$ cat src/rtl/product_accumulator_pkg.sv
// Shared definitions for the product accumulator slice.
// Product width and FSM state encodings.
package product_accumulator_pkg;

    // Width of the multiplier product; fixed by the 2x3 multiplier.
    localparam int PROD_W = 5;

    // Frame FSM; the unused code 2'd3 recovers to IDLE.
    typedef enum logic [1:0] {
        ST_IDLE  = 2'd0,
        ST_ACCUM = 2'd1,
        ST_HOLD  = 2'd2
    } state_t;

endpackage

$ cat src/rtl/product_accumulator_if.sv
// Handshake bundle between the multiplier, the accumulator
// and the readout logic.
interface product_accumulator_if
    import product_accumulator_pkg::*;
#(
    parameter int ACC_W = 12
) ();

    logic              start;
    logic              prod_valid;
    logic              prod_ready;
    logic [PROD_W-1:0] prod;
    logic [ACC_W-1:0]  acc_out;
    logic              acc_valid;
    logic              acc_ready;
    logic              busy;
    logic              overflow;

    modport master (
        output start, prod_valid, prod, acc_ready,
        input  prod_ready, acc_out, acc_valid, busy, overflow
    );

    modport slave (
        input  start, prod_valid, prod, acc_ready,
        output prod_ready, acc_out, acc_valid, busy, overflow
    );

endinterface

$ cat src/rtl/product_accumulator_sat_adder.sv
// Unsigned adder with one guard bit.
// Carry out tells the caller that the sum no longer fits.
module sat_adder #(
    parameter int IN_W  = 5,
    parameter int ACC_W = 12
) (
    input  logic [ACC_W-1:0] a,
    input  logic [IN_W-1:0]  b,
    output logic [ACC_W-1:0] sum,
    output logic             carry
);

    logic [ACC_W:0] wide;

    // Zero-extend the product and add with an extra carry bit.
    assign wide  = {1'b0, a} + {{(ACC_W + 1 - IN_W){1'b0}}, b};
    assign sum   = wide[ACC_W-1:0];
    assign carry = wide[ACC_W];

endmodule

$ cat src/rtl/product_accumulator.sv
// Accumulates a frame of N_TERMS products with saturation and
// hands the sum to the readout logic over valid/ready.
module product_accumulator
    import product_accumulator_pkg::*;
#(
    parameter int ACC_W   = 12,
    parameter int N_TERMS = 8,
    parameter int CNT_W   = 4
) (
    input  logic clk,
    input  logic rst_n,
    product_accumulator_if.slave io
);

    localparam logic [CNT_W-1:0] LAST = CNT_W'(N_TERMS - 1);

    state_t           state;
    logic [ACC_W-1:0] acc;
    logic [CNT_W-1:0] cnt;
    logic             ovf;
    logic [ACC_W-1:0] sum;
    logic             carry;

    sat_adder #(
        .IN_W  (PROD_W),
        .ACC_W (ACC_W)
    ) u_add (
        .a     (acc),
        .b     (io.prod),
        .sum   (sum),
        .carry (carry)
    );

    // Frame FSM with the running sum, term counter and sticky overflow.
    always_ff @(posedge clk) begin
        if (!rst_n) begin
            state <= ST_IDLE;
            acc   <= '0;
            cnt   <= '0;
            ovf   <= 1'b0;
        end else begin
            case (state)
                ST_IDLE: begin
                    if (io.start) begin
                        state <= ST_ACCUM;
                        acc   <= '0;
                        cnt   <= '0;
                        ovf   <= 1'b0;
                    end
                end
                ST_ACCUM: begin
                    if (io.prod_valid) begin
                        acc <= (carry || ovf) ? '1 : sum;
                        ovf <= ovf | carry;
                        cnt <= cnt + 1'b1;
                        if (cnt == LAST) begin
                            state <= ST_HOLD;
                        end
                    end
                end
                ST_HOLD: begin
                    if (io.acc_ready) begin
                        state <= ST_IDLE;
                    end
                end
                default: begin
                    state <= ST_IDLE;
                end
            endcase
        end
    end

    // Handshake flags are pure decodes of the registered state.
    assign io.prod_ready = (state == ST_ACCUM);
    assign io.acc_valid  = (state == ST_HOLD);
    assign io.busy       = (state == ST_ACCUM) || (state == ST_HOLD);
    assign io.acc_out    = acc;
    assign io.overflow   = ovf;

endmodule

$ cat src/flat_wrapper.sv
// flat-port wrapper written by rule: the top's interface ports become plain ports
module product_accumulator_flat import product_accumulator_pkg::*;
#(
    parameter int ACC_W   = 12,
    parameter int N_TERMS = 8,
    parameter int CNT_W   = 4
)
  (clk, rst_n, io_start, io_prod_valid, io_prod, io_acc_ready, io_prod_ready, io_acc_out, io_acc_valid, io_busy, io_overflow);
  product_accumulator_if #(.ACC_W(ACC_W)) io_i ();
  input  logic clk;
  input  logic rst_n;
  input wire logic [$bits(io_i.start)-1:0] io_start;
  input wire logic [$bits(io_i.prod_valid)-1:0] io_prod_valid;
  input wire logic [$bits(io_i.prod)-1:0] io_prod;
  input wire logic [$bits(io_i.acc_ready)-1:0] io_acc_ready;
  output wire logic [$bits(io_i.prod_ready)-1:0] io_prod_ready;
  output wire logic [$bits(io_i.acc_out)-1:0] io_acc_out;
  output wire logic [$bits(io_i.acc_valid)-1:0] io_acc_valid;
  output wire logic [$bits(io_i.busy)-1:0] io_busy;
  output wire logic [$bits(io_i.overflow)-1:0] io_overflow;
  assign io_i.start = io_start;
  assign io_i.prod_valid = io_prod_valid;
  assign io_i.prod = io_prod;
  assign io_i.acc_ready = io_acc_ready;
  assign io_prod_ready = io_i.prod_ready;
  assign io_acc_out = io_i.acc_out;
  assign io_acc_valid = io_i.acc_valid;
  assign io_busy = io_i.busy;
  assign io_overflow = io_i.overflow;
  product_accumulator #(.ACC_W(ACC_W), .N_TERMS(N_TERMS), .CNT_W(CNT_W)) u_core (.clk(clk), .rst_n(rst_n), .io(io_i));
endmodule
$ cat config.mk
export PLATFORM = sky130hd
export DESIGN_NAME = product_accumulator_flat
export DESIGN_NICKNAME = d
export VERILOG_FILES = /design/src/rtl/product_accumulator_pkg.sv /design/src/rtl/product_accumulator_if.sv /design/src/rtl/product_accumulator_sat_adder.sv /design/src/rtl/product_accumulator.sv /design/src/flat_wrapper.sv
export SDC_FILE = /design/constraint.sdc
export NUM_CORES = 1
export LEC_CHECK = 0
export ABC_AREA = 1
export ABC_CLOCK_PERIOD_IN_PS = 5400
export CAP_MARGIN = 20
export CORE_ASPECT_RATIO = 0.9
export CORE_MARGIN = 4
export CORE_UTILIZATION = 58
export CTS_BUF_LIST = sky130_fd_sc_hd__clkbuf_2
export DETAILED_ROUTE_END_ITERATION = 7
export GPL_TIMING_DRIVEN = 1
export PLACE_DENSITY = 0.94
export SLEW_MARGIN = 20
export SYNTH_ARGS = -nofsm -noshare
export SYNTH_HDL_FRONTEND = slang
export SYNTH_SLANG_ARGS = --single-unit
$ cat constraint.sdc
create_clock -name clk -period 5.4 [get_ports clk]
set_input_delay 1.08 -clock clk [delete_from_list [all_inputs] [get_ports clk]]
set_output_delay 1.08 -clock clk [all_outputs]
set_load 0.01 [all_outputs]
==> flow_summary.json <==
{
  "cts.clk_slew.worst_paths_ps": 180,
  "ant_nets": 0,
  "core_um2": 2200,
  "synth_fa_ha_area_frac": 0.0970,
  "finalSetupViolCount": 0,
  "drive_gt1_frac": 0.0948,
  "ioPinCount": 26,
  "hold_viol": 0,
  "placed_area_um2": 1610,
  "grt_pass1_wl_mm": 5.11,
  "synthTopCellsByCount": "nand2_1, inv_1, nand3_1, nor2_1, dfxtp_1",
  "post_cts_resize_count": 0,
  "tightest_slew_ps": 375,
  "first_pass_iters": 4,
  "yosysMostFrequentCell": "nand2_1",
  "stdcell_area_um2": 1630,
  "dieArea_um2": 3200,
  "clock-sinks": 19,
  "ctsHoldBuffers": 0,
  "antenna_found_initial": 0,
  "startpoint_type": "input port",
  "die_h_um": 54.1,
  "synth.distinct_cells": 26,
  "syn_area_um2": 1370,
  "critPathBufInv": 1,
  "synth_compound_area_frac": 0.0805,
  "dp_slack_ps": 2360,
  "max_freq_mhz": 371,
  "hp-class": "reg -> reg",
  "gp_congestion": 0.884,
  "viasPerCell": 5.37,
  "ys_warn_count": 0,
  "synth_nets": 227,
  "hpwlAfterDp_mm": 2.34,
  "synth-xor-area-share": 0.0128,
  "grt_pass1_vias": 1260,
  "wire_per_inst_um": 12.0,
  "die_width_um": 59.2,
  "diodes": 0,
  "postCtsSetupBuffers": 0,
  "rows": 16,
  "required_ps": 5640,
  "synth_async_sr_flop_share": 0,
  "worst_path_dominant_cell_family": "simple AND/OR/NAND/NOR gates",
  "synth_edf_count": 0,
  "syn_inst": 207,
  "tns_ps": 0,
  "crit_chain": "clkdlybuf4s50_1 > ha_1 > fa_1 > nand3_1 > nand3_2 > nand3_2 > nand3_2 > nand2_4 > nand2_1 > nor2_1 > nor2_1",
  "cap_violations": 0,
  "synth.area.mux_share": 0,
  "overflow": 0,
  "drt-initial-drc-count": 80,
  "route.detailed.drc": 0,
  "synth_largest_area_cell": "dfxtp_1",
  "status": "completed",
  "synth-main-ff-cell": "dfxtp_1",
  "synth_seq_cells": 19,
  "max_stage_delay_ps": 420,
  "slew_headroom": 0.749,
  "synth_area_leaders": "dfxtp_1, nand2_1, ha_1, nand3_1, inv_1",
  "crit_fanout": 13,
  "clock-root-buffer": "clkbuf_2",
  "start_util": 0.621,
  "grt_use_total": 0.210,
  "crit_top_cell": "nand3_2",
  "crit_arrival_ps": 2930,
  "wl_mm": 3.12,
  "cp-end-kind": "flop",
  "post-route-period-util": 0.500,
  "drv_slew": 0,
  "area_growth_pct": 19.4,
  "grt_max_degree": 16,
  "syn_area_per_cell_um2": 6.61,
  "final_nets": 253,
  "period_minus_slack_ps": 2700,
  "layout_setup_ws_ps": 2700,
  "synth_top_family_by_area": "simple AND/OR/NAND/NOR gates",
  "vias": 1391,
  "clk_latency_ps": 320,
  "synthSimpleGateAreaFrac": 0.427,
  "ys_seq_area_frac": 0.278,
  "rsz0062_at_grt": "false",
  "p_per_area_nw_per_um2": 303,
  "path_class": "in -> reg",
  "fin_skew_ps": 0.555,
  "cts_tree": "yes",
  "synth_top_area_frac": 0.278,
  "final_util": 0.741,
  "crit_slowest_cell": "fa_1",
  "vdd_drop_max_v": 0.000366,
  "cts_buffer_depth": 2,
  "htreeDepth": 1,
  "power_leakage_nw": 0.796,
  "numPortBuffers": 25,
  "cts_made_buffers": 3
}
-- layout make-up --
type                       instances  area (um2)
clock buffer                       3        15.0
clock inverter                     1        5.00
inverter                          27         104
tap                               27        33.8
timing repair buffer              25         250
multi-input combinational        157         845
sequential                        19         380
fill                             182         569
-- metrics by stage --
step / total power, mW / std cells / hold WS, ps
floorplan: 0.360 / 207 / 447
global placement: 0.422 / 255 / 471
detailed placement: 0.430 / 255 / 475
CTS: 0.493 / 259 / 508
global route: 0.531 / 259 / 539
finish: 0.494 / 259 / 507
-- kinds of logic (layout without fill, tap and decap cells) --
kind of cell	Yosys count	after routing
and+or+nand+nor	125	125
adders and majority gates	10	10
AOI/OAI and AO/OA	20	20
xor gates and xnor gates	2	2
buffers and inverters	31	56
DFF	19	19
-- worst min-delay path: stages (launching register included) --
cell     delay, ps
dfxtp_1        360
nand2_1         70
a21oi_1         60
-- power by group --
part           switching [mW]  internal (mW)  total [mW]
combinational           0.159         0.0985       0.258
clock                  0.0465         0.0168      0.0632
sequential             0.0142          0.159       0.173
total                   0.220          0.274       0.494
-- registers in the layout, summed over array words and instances, names as in the netlist --
name                cells
u_core.state            2
u_core.io.acc_out      12
u_core.io.overflow      1
u_core.cnt              4
-- path summary, 6_finish.rpt --
kind / start / to / slack [ps] / cells after the start
worst max-delay path: io_prod[0] / u_core.io.acc_out[11] / 2700 / 11
worst min-delay path: u_core.cnt[1] / u_core.cnt[1] / 510 / 2
worst max register to register: u_core.io.acc_out[0] / u_core.io.acc_out[11] / 3480 / 10
worst min register to register: u_core.cnt[1] / u_core.cnt[1] / 510 / 2
-- cells in the final DEF (no fill, tap or decap) --
cell | Yosys | routed
nor2_1 | 20 | 20
and2_1 | 1 | 1
o21ai_0 | 4 | 4
fa_1 | 1 | 1
inv_2 | 2 | 2
nand3_2 | 6 | 6
nand2_4 | 1 | 1
clkinv_1 | 1 | 1
ha_1 | 9 | 9
nand4_1 | 2 | 2
a22oi_1 | 1 | 1
xor2_1 | 2 | 2
inv_4 | 1 | 1
clkdlybuf4s50_1 | 0 | 25
inv_1 | 23 | 23
nand2_2 | 4 | 4
a31oi_1 | 4 | 4
clkinv_2 | 0 | 1
nand3_1 | 20 | 20
nor2_2 | 2 | 2
clkbuf_2 | 0 | 3
nand2_1 | 65 | 65
nor2_4 | 2 | 2
o21bai_1 | 1 | 1
dfxtp_1 | 19 | 19
nand3b_1 | 2 | 2
a21oi_1 | 10 | 10
-- layer usage --
metal | GRT usage | routed length (um) | vias to the layer above
met5 | 0 | 0 | -
met4 | 0.0377 | 19 | 0
met3 | 0.0647 | 232 | 4
met2 | 0.395 | 1570 | 47
met1 | 0.234 | 1290 | 635
li1 | - | - | 705
No activity file was read; power rests on OpenSTA's default activity.
